File: src/rtl/if_fetch_stage.sv
// ---------------------------------------------------------------------------
// if_fetch_stage
//   Front-end fetch stage. Owns the PC, the single-outstanding instruction
//   memory request handshake and the IF/ID pipeline register. Tolerates
//   variable memory latency and obeys stall/flush/redirect controls coming
//   from the hazard detection unit.
//
// Ports
//   clk, rst_n        clock (rising edge), async active-low reset
//   PC_Write          1 = PC may update this cycle
//   IF_ID_Write       1 = IF/ID may load this cycle
//   PC_Mux_select     00 seq, 01 branch, 10 jump, 11 hold
//   IF_ID_Mux_select  1 = flush IF/ID to a bubble
//   branch_target     redirect address for select 01
//   jump_target       redirect address for select 10
//   imem_req/addr     fetch request and address (out)
//   imem_ack/rdata    fetch data valid and instruction word (in)
//   IF_ID_PC          PC+4 of the instruction held in IF/ID
//   IF_ID_Instr       instruction held in IF/ID
//   IF_ID_Valid       0 = IF/ID holds a bubble
//   fetch_stall       IF/ID wants to advance but nothing is available
//
// Build option
//   IF_FETCH_PERF_CNT_EN  adds perf_stall_cnt / perf_redirect_cnt (saturating)
//
// States
//   IDLE  | first cycle after reset, no request
//   FETCH | request outstanding at PC
//   HOLD  | fetched word parked in buffer while the pipe is stalled
//   DRAIN | redirected mid-fetch; wait out the stale ack and drop its data
// ---------------------------------------------------------------------------
module if_fetch_stage #(
  parameter logic [31:0] RESET_PC     = 32'h0000_0000,
  parameter logic [31:0] BUBBLE_INSTR = 32'h0000_0000
) (
  input  logic        clk,
  input  logic        rst_n,
  input  logic        PC_Write,
  input  logic        IF_ID_Write,
  input  logic [1:0]  PC_Mux_select,
  input  logic        IF_ID_Mux_select,
  input  logic [31:0] branch_target,
  input  logic [31:0] jump_target,
  output logic        imem_req,
  output logic [31:0] imem_addr,
  input  logic        imem_ack,
  input  logic [31:0] imem_rdata,
  output logic [31:0] IF_ID_PC,
  output logic [31:0] IF_ID_Instr,
  output logic        IF_ID_Valid,
  output logic        fetch_stall
`ifdef IF_FETCH_PERF_CNT_EN
  ,
  output logic [31:0] perf_stall_cnt,
  output logic [31:0] perf_redirect_cnt
`endif
);

  typedef enum logic [1:0] {IDLE, FETCH, HOLD, DRAIN} state_t;

  state_t      state_q, state_d;
  logic [31:0] pc_q, pc_d;
  logic [31:0] buf_q, buf_d;
  logic [31:0] drain_addr_q, drain_addr_d;
  logic [31:0] ifid_pc_q, ifid_pc_d;
  logic [31:0] ifid_instr_q, ifid_instr_d;
  logic        ifid_valid_q, ifid_valid_d;

  logic        redirect;
  logic [31:0] redirect_pc;
  logic        avail;
  logic [31:0] avail_instr;
  logic        advance;
  logic [31:0] pc_plus4;

  assign redirect    = PC_Write && (PC_Mux_select == 2'b01 || PC_Mux_select == 2'b10);
  assign redirect_pc = (PC_Mux_select == 2'b01) ? branch_target : jump_target;
  assign avail       = (state_q == FETCH && imem_ack) || (state_q == HOLD);
  assign avail_instr = (state_q == HOLD) ? buf_q : imem_rdata;
  assign pc_plus4    = pc_q + 32'd4;
  assign advance     = !redirect && PC_Write && (PC_Mux_select == 2'b00) &&
                       IF_ID_Write && !IF_ID_Mux_select && avail;

  assign imem_req    = (state_q == FETCH) || (state_q == DRAIN);
  // DRAIN keeps presenting the abandoned address so the request stays stable
  // until its ack, even though PC already points at the redirect target.
  assign imem_addr   = (state_q == DRAIN) ? drain_addr_q : pc_q;
  // IDLE only exists directly after reset; no stall is reported there.
  assign fetch_stall = IF_ID_Write && PC_Write && !redirect && !avail && (state_q != IDLE);

  assign IF_ID_PC    = ifid_pc_q;
  assign IF_ID_Instr = ifid_instr_q;
  assign IF_ID_Valid = ifid_valid_q;

  always_comb begin
    state_d      = state_q;
    pc_d         = pc_q;
    buf_d        = buf_q;
    drain_addr_d = drain_addr_q;

    case (state_q)
      IDLE:  state_d = FETCH;
      FETCH: begin
        if (redirect) begin
          if (!imem_ack) begin
            state_d      = DRAIN;
            drain_addr_d = pc_q;
          end
        end else if (!advance && imem_ack) begin
          buf_d   = imem_rdata;
          state_d = HOLD;
        end
      end
      HOLD:  if (redirect || advance) state_d = FETCH;
      DRAIN: if (imem_ack) state_d = FETCH;
      default: state_d = IDLE;
    endcase

    if (redirect)      pc_d = redirect_pc;
    else if (advance)  pc_d = pc_plus4;
  end

  always_comb begin
    ifid_pc_d    = ifid_pc_q;
    ifid_instr_d = ifid_instr_q;
    ifid_valid_d = ifid_valid_q;
    if (IF_ID_Mux_select) begin
      ifid_pc_d    = 32'h0;
      ifid_instr_d = BUBBLE_INSTR;
      ifid_valid_d = 1'b0;
    end else if (IF_ID_Write && advance) begin
      ifid_pc_d    = pc_plus4;
      ifid_instr_d = avail_instr;
      ifid_valid_d = 1'b1;
    end else if (IF_ID_Write && !avail) begin
      ifid_pc_d    = 32'h0;
      ifid_instr_d = BUBBLE_INSTR;
      ifid_valid_d = 1'b0;
    end
  end

  always_ff @(posedge clk or negedge rst_n) begin
    if (!rst_n) begin
      state_q      <= IDLE;
      pc_q         <= RESET_PC;
      buf_q        <= 32'h0;
      drain_addr_q <= 32'h0;
      ifid_pc_q    <= 32'h0;
      ifid_instr_q <= BUBBLE_INSTR;
      ifid_valid_q <= 1'b0;
    end else begin
      state_q      <= state_d;
      pc_q         <= pc_d;
      buf_q        <= buf_d;
      drain_addr_q <= drain_addr_d;
      ifid_pc_q    <= ifid_pc_d;
      ifid_instr_q <= ifid_instr_d;
      ifid_valid_q <= ifid_valid_d;
    end
  end

`ifdef IF_FETCH_PERF_CNT_EN
  logic [31:0] stall_cnt_q, redirect_cnt_q;

  always_ff @(posedge clk or negedge rst_n) begin
    if (!rst_n) begin
      stall_cnt_q    <= 32'h0;
      redirect_cnt_q <= 32'h0;
    end else begin
      if (fetch_stall && stall_cnt_q != 32'hFFFF_FFFF)
        stall_cnt_q <= stall_cnt_q + 32'd1;
      if (redirect && redirect_cnt_q != 32'hFFFF_FFFF)
        redirect_cnt_q <= redirect_cnt_q + 32'd1;
    end
  end

  assign perf_stall_cnt    = stall_cnt_q;
  assign perf_redirect_cnt = redirect_cnt_q;
`endif

endmodule

File: config.mk
export PLATFORM = sky130hd
export DESIGN_NAME = if_fetch_stage
export DESIGN_NICKNAME = d
export VERILOG_FILES = /design/src/rtl/if_fetch_stage.sv
export SDC_FILE = /design/constraint.sdc
export NUM_CORES = 1
export LEC_CHECK = 0
export BUFFER_PORTS_ARGS = -buffer_cell sky130_fd_sc_hd__clkbuf_2
export CAP_MARGIN = 40
export CORE_ASPECT_RATIO = 1.1
export CORE_MARGIN = 2
export CORE_UTILIZATION = 58
export CTS_CLUSTER_SIZE = 14
export DETAILED_ROUTE_END_ITERATION = 8
export HOLD_SLACK_MARGIN = 0.12
export PLACE_DENSITY = 0.86
export RECOVER_POWER = 100
export SETUP_SLACK_MARGIN = 0.5
export SLEW_MARGIN = 25
export SYNTH_ARGS = -nofsm -noshare
export SYNTH_HDL_FRONTEND = slang
export SYNTH_SLANG_ARGS = --single-unit
File: constraint.sdc
create_clock -name clk -period 6.4 [get_ports clk]
set_clock_uncertainty 0.2 [all_clocks]
set_input_delay 1.28 -clock clk [delete_from_list [all_inputs] [get_ports clk]]
set_output_delay 1.28 -clock clk [all_outputs]
set_load 0.02 [all_outputs]
Word level (Yosys, flattened, before mapping)
Index checks and enable logic that the tools add are counted.
Word-level totals
  register bits: 163
  latch bits: 0
  bits in writable memories: 0
  memory bits (read-only): 0
  input port bits: 104
  memories kept: 0
Operators by class
  add/subtract/negate cells: 1
  $mul: 0
  divide/modulo/power cells: 0
  $lt $le $gt $ge: 0
  equality and inequality tests: 9
  shift-type cells: 0
  muxes and demuxes: 19
  bitwise operators: 2
  reductions and logical operators: 30
Operators with widths (number)
  2-to-1 mux 32 bit: 10
  adder 32 x 3 -> 32 bit (second input constant): 1
  logical AND 1 bit: 14
  2-to-1 mux 2 bit: 5
  one-hot mux 2 bit (4 select lines): 1
  equality test 2 bit (second input constant): 3
  AND reduction 3 bit: 2
  equality test 2 x 1 -> 1 bit (second input constant): 2
  zero test 1 bit: 4
  zero test 2 bit: 2
  logical OR 1 bit: 4
  AND reduction 4 bit: 1
  nonzero test 2 bit: 2
  2-to-1 mux 1 bit: 3
  != test 3 x 2 -> 1 bit (second input constant): 1
  != test 3 bit (second input constant): 1
  nonzero test 3 bit: 1
  != test 2 x 1 -> 1 bit (second input constant): 1
  != test 2 bit (second input constant): 1
  NOT 1 bit: 2

Longest topological paths before layout
  depth in word-level cells: 14
  mapped depth: 9
  gate-level depth less buffers: 6

Worst setup path before layout
Ideal clock, no wire load.
  path kind: input port to output port
  start: input port PC_Mux_select[0]
  end: output port fetch_stall
  data arrival time: 2.158 ns
  data required time: 4.920 ns
  path slack: 2.762 ns
  stages on the path: 4
  buffers on the path: 0
  cells stage by stage: inv_1 ha_1 nand3b_1 nor2_1
On the way
  word-level cells in the longest chain between the ends: 7
  elaborated cells between the ends (all ways): 8
  those cells by class: eq/ne (2); reduce/logical (6)
RTL lines
  start, declared: RTL line 40  | input logic [1:0] PC_Mux_select,
  equality test 2 x 1 -> 1 bit or equality test 2 bit (tied branches): RTL line 76  | assign redirect = PC_Write && (PC_Mux_select == 2'b01 || PC_Mux_select == 2'b10);
  logical OR 1 bit *: RTL line 76
  logical AND 1 bit *: RTL line 76
  zero test 1 bit *: RTL line 89  | assign fetch_stall = IF_ID_Write && PC_Write && !redirect && !avail && (state_q != IDLE);
  logical AND 1 bit * (3 in a row): RTL line 89
  end, declared: RTL line 51  | output logic fetch_stall
Every way passes the cells marked *; elsewhere a longest branch is shown, timed or not.

Worst setup path in the final report
  start: register state_q[0]
  end: output port imem_addr[2]
On the way
  word-level cells in the longest chain between the ends: 2
RTL lines
  start, declared: RTL line 61  | state_t state_q, state_d;
  start signal, assigned: RTL line 152  | state_q <= state_d;
  equality test 2 bit: RTL line 87  | assign imem_addr = (state_q == DRAIN) ? drain_addr_q : pc_q;
  2-to-1 mux 32 bit: RTL line 87
  end, declared: RTL line 45  | output logic [31:0] imem_addr,
Every way passes these cells.

==> run summary <==
The die span in x is ~120 um. The post-layout minimum cycle time is around 4.6 ns. The number of port buffers came out at between 200 and 250.

The post-synthesis net count is between 800 and 900. The worst register-to-register path ends at IF_ID_Instr[31]. The signal arrival time at the worst endpoint is around 3.1 ns. The synthesized-area fraction occupied by ao, oa, aoi and oai cells came out at 11.17%. The hold buffer count at CTS is 0. For this run, the leading register cell type out of synthesis is sky130_fd_sc_hd__dfrtp_1.

In the post-synthesis netlist, the biggest area contributors are sky130_fd_sc_hd__dfrtp_1 (50%), sky130_fd_sc_hd__mux2_2 (9.5%), sky130_fd_sc_hd__mux2i_1 (8.1%), sky130_fd_sc_hd__mux2_1 (4.1%), sky130_fd_sc_hd__o2bb2ai_1 (3.5%). The hold-critical path depth is 2. The clock-pin slew of the registers on the worst-case setup and hold paths is approximately 0.060 ns. The area share of xor/xnor cells in the synthesized design came out at 1.709%. The per-instance average area after synthesis is about 12 um2. The final hold violation count came out at 0. The post-cts gate resize count came out at 0. The number of sinks driven by the clock tree is about 160. After Yosys synthesis, and, or, nand and nor cells account for 11.34% of the synthesized area.

The startpoint-to-endpoint class of the critical path is reg -> out. The sum of routed wire length over all layers came out at 20,030 um. The fmax came out at between 200 and 250 MHz.

Once the floorplan was initialized, standard cells occupied about three fifths of the core. The tightest slew margin relative to the limit is -91.88%. The data required time of the worst path is roughly 4.9 ns. The synthesized-area fraction occupied by adder cells is less than 1%. The total inserted antenna cells is 0.

The area of the core region came out at ~0.014 mm2. The worst setup path is captured at an output pin. The worst reg-to-reg path cell count came out at 5. Counting flops with a built-in enable in the synthesized netlist gives 0. The worst hold slack is between 0.2 and 0.3 ns. The worst-case clock buffer depth is 2. The routed wirelength normalized by instance count came out at 18.56 um. The area enclosed by the die boundary is 0.01510 mm2. Global routing used 37.18% of the available met1 tracks. After global routing the overflow that remains totals 0. The post-synthesis cell type with the largest combined area is sky130_fd_sc_hd__dfrtp_1. The initialized floorplan defines 45 standard-cell rows. Adding up every negative setup slack in the final design gives 0 ns. VDD sags by at most about 0.18 mV. The tool flagged a number of max-cap violations equal to 4.

Setup violations remaining at the end of the flow were counted as 0. The global routing usage on met2 is between 40% and 50%. The path with the worst hold slack has its endpoint at drain_addr_q[18]. Relative to the synthesized area, the layout overhead comes to 20.02%. The portion of synthesized area spent on multiplexers is between 20% and 30%. The largest driver fanout on the critical path came out at 20. Dividing the detail-routed via count by the number of cells gives between 6 and 7. The global router's overall resource usage came out at about 27%. The synthesized instance count is about 710. The fraction of layout instances using a drive strength above 1 is between 20 and 25%. The worst hold path begins at drain_addr_q[18]. The kind of start point of the critical path is a flop. The proportion of synthesized flip-flops having asynchronous set or reset is between 90% and 100%. Counting the fill cells in the layout gives 1,046. The number of global-route vias before repair came out at 6,390.

The number of buffers created by CTS came out at 17. The static leakage came out at 0.004287 uW. The register-to-register path setup slack is ~2.5 ns. The clock insertion delay at the later pin of the skew report is between 0.4 and 0.5 ns. The overall power after layout came out at around 3700 uW. The number of primary I/O pins is just over 200. The pin count of the biggest net entering global routing is 67. Once detail routing completed, the nets flagged for antenna violations numbered 0. In this run the clock root is driven by a sky130_fd_sc_hd__clkbuf_16. By area, the combinational part of the netlist is dominated by multiplexers. TritonCTS built the clock tree. The H-tree depth reported by CTS is 4. The number of antenna violations at the first check in global routing came out at 0.

The actual transition at the worst max-transition pin is approximately 2.9 ns. The placed wire-length estimate after detailed placement came out at between 10,000 and 15,000 um. The synthesized netlist occupies a cell area of between 0.008 and 0.009 mm2.

In this run, synthesis produced a sequential element count of ~160. The count of TritonRoute iterations in the first routing pass is 8. The path class of the tightest hold or removal check is reg -> reg. The power density relative to cell area is around 370 mW/mm2. The DRC violations left came out at 0. The flow ran to the end, but the final reports show violations. After the first detailed-routing iteration, the DRC count stood at 628. The global-route wire length before repair came out at ~33,000 um. The count of unique library cells instantiated by Yosys came out at 54.

The sequential-to-total area share from yosys stat is around half. The number of buffers inserted to repair setup after CTS is 0. The routability congestion estimate came out at just under 0.8. The vertical extent of the die came out at 128.7 um. The startpoint identified for the worst register-to-register timing path is state_q[0].

The routed layout has 6,520 vias. For this run, the number of Yosys warnings is 0. The net count of the finished layout is approximately 1,000. The checks that failed: capacitance limit, slew limit. met2 is the most crowded layer. The final-report max-slew violation count is between 200 and 250. The met3 usage is between 5 and 6%.

Setup repair after global routing left no endpoint under its margin. Of the post-synthesis cell area, the dominant cell type holds between 40% and 50%. The part of the cycle the worst path needs is between 70% and 80%.
-- synthesized netlist by cell type (all sizes together) (9+ instances only) --
master,number
o211ai,13
nand2,26
clkbuf,32
nor2,17
xnor2,11
or4,19
mux2,99
o21ai,23
a22o,9
buf,34
o2bb2ai,33
a31oi,14
inv,9
mux2i,66
nand3,57
nor4,9
nand4,11
dfrtp,163
-- worst max path at each step --
stage,slack (ns),endpoint,from
6_report,1.78,imem_addr[2],state_q[0]
5_1_grt,1.34,buf_q[10],rst_n
4_1_cts,2.46,fetch_stall,PC_Mux_select[0]
3_5_place_dp,2.44,IF_ID_PC[22],PC_Mux_select[0]
3_3_place_gp,2.09,IF_ID_PC[18],PC_Mux_select[0]
2_1_floorplan,2.76,fetch_stall,PC_Mux_select[0]
-- sequential cells by signal (all words and copies together), names as in the netlist --
signal and cells:
buf_q 32, IF_ID_Instr 32, IF_ID_Valid 1, pc_q 32
IF_ID_PC 32, state_q 2, drain_addr_q 32
-- cell usage in the layout, fill, tap and decap left out, drive strengths merged, types with 2 or more instances in the layout --
master / count
a22o: 9
clkinv: 2
and4: 2
a31oi: 14
o311ai: 2
dfrtp: 163
nand2b: 2
nor2: 17
a21o: 3
nor2b: 4
mux2: 99
a221o: 4
nor4: 9
bufinv: 5
and2: 2
clkinvlp: 2
o32a: 3
buf: 7
nand3b: 2
or2: 5
a211oi: 4
clkbuf: 230
nor3: 5
xor2: 5
o2bb2ai: 33
nand4: 11
o32ai: 2
or3: 4
ha: 3
a211o: 4
inv: 9
o21ai: 23
xnor2: 11
mux2i: 66
nand3: 57
nand2: 26
or4: 19
o211ai: 13
-- stage by stage --
step	cell area (um2)	setup slack, ns	util [%]	instances
after floorplan	8199	2.762	-	711
after global placement	9265	2.093	67.17	1043
after detailed placement	9368	2.443	67.91	1047
after CTS	10020	2.459	72.64	1079
after global routing	9841	1.342	71.34	1079
final	9841	1.783	71.34	1079
-- worst max-delay path, cell delays in order, from the launching register on --
cell                       delay, ns
sky130_fd_sc_hd__dfrtp_1        0.49
sky130_fd_sc_hd__nand2_1        0.52
sky130_fd_sc_hd__clkbuf_1       1.08
sky130_fd_sc_hd__mux2_2         0.44
sky130_fd_sc_hd__clkbuf_1       0.17
-- layer usage --
layer  vias to the layer above  part of all wire [%]
met4                         0                   2.1
li1                       2999                     -
met3                        35                   8.0
met2                       315                    48
met5                         -                     0
met1                      3171                    42
-- area by class of cell --
cell class	instances	area (um2)	share of cell area [%]
multi-input combinational	473	3824	38.86
sequential	163	4079	41.45
timing repair buffer	214	1016	10.32
clock inverter	9	175.2	1.780
inverter	9	33.78	0.3433
tap	188	235.2	2.390
clock buffer	23	478.0	4.857
-- cells by family after synthesis --
kind of cell,count (synthesis)
AOI/OAI and AO/OA,120
xor gates and xnor gates,16
adders and majority gates,3
buffers and inverters,75
DFF,163
muxes,165
and+or+nand+nor,169
-- report_power, final --
part / switching, uW / internal (uW) / total [uW]
logic: 593 / 477 / 1070
clock network: 399 / 722 / 1120
registers: 195 / 1280 / 1480
No activity file was read; power rests on OpenSTA's default activity.
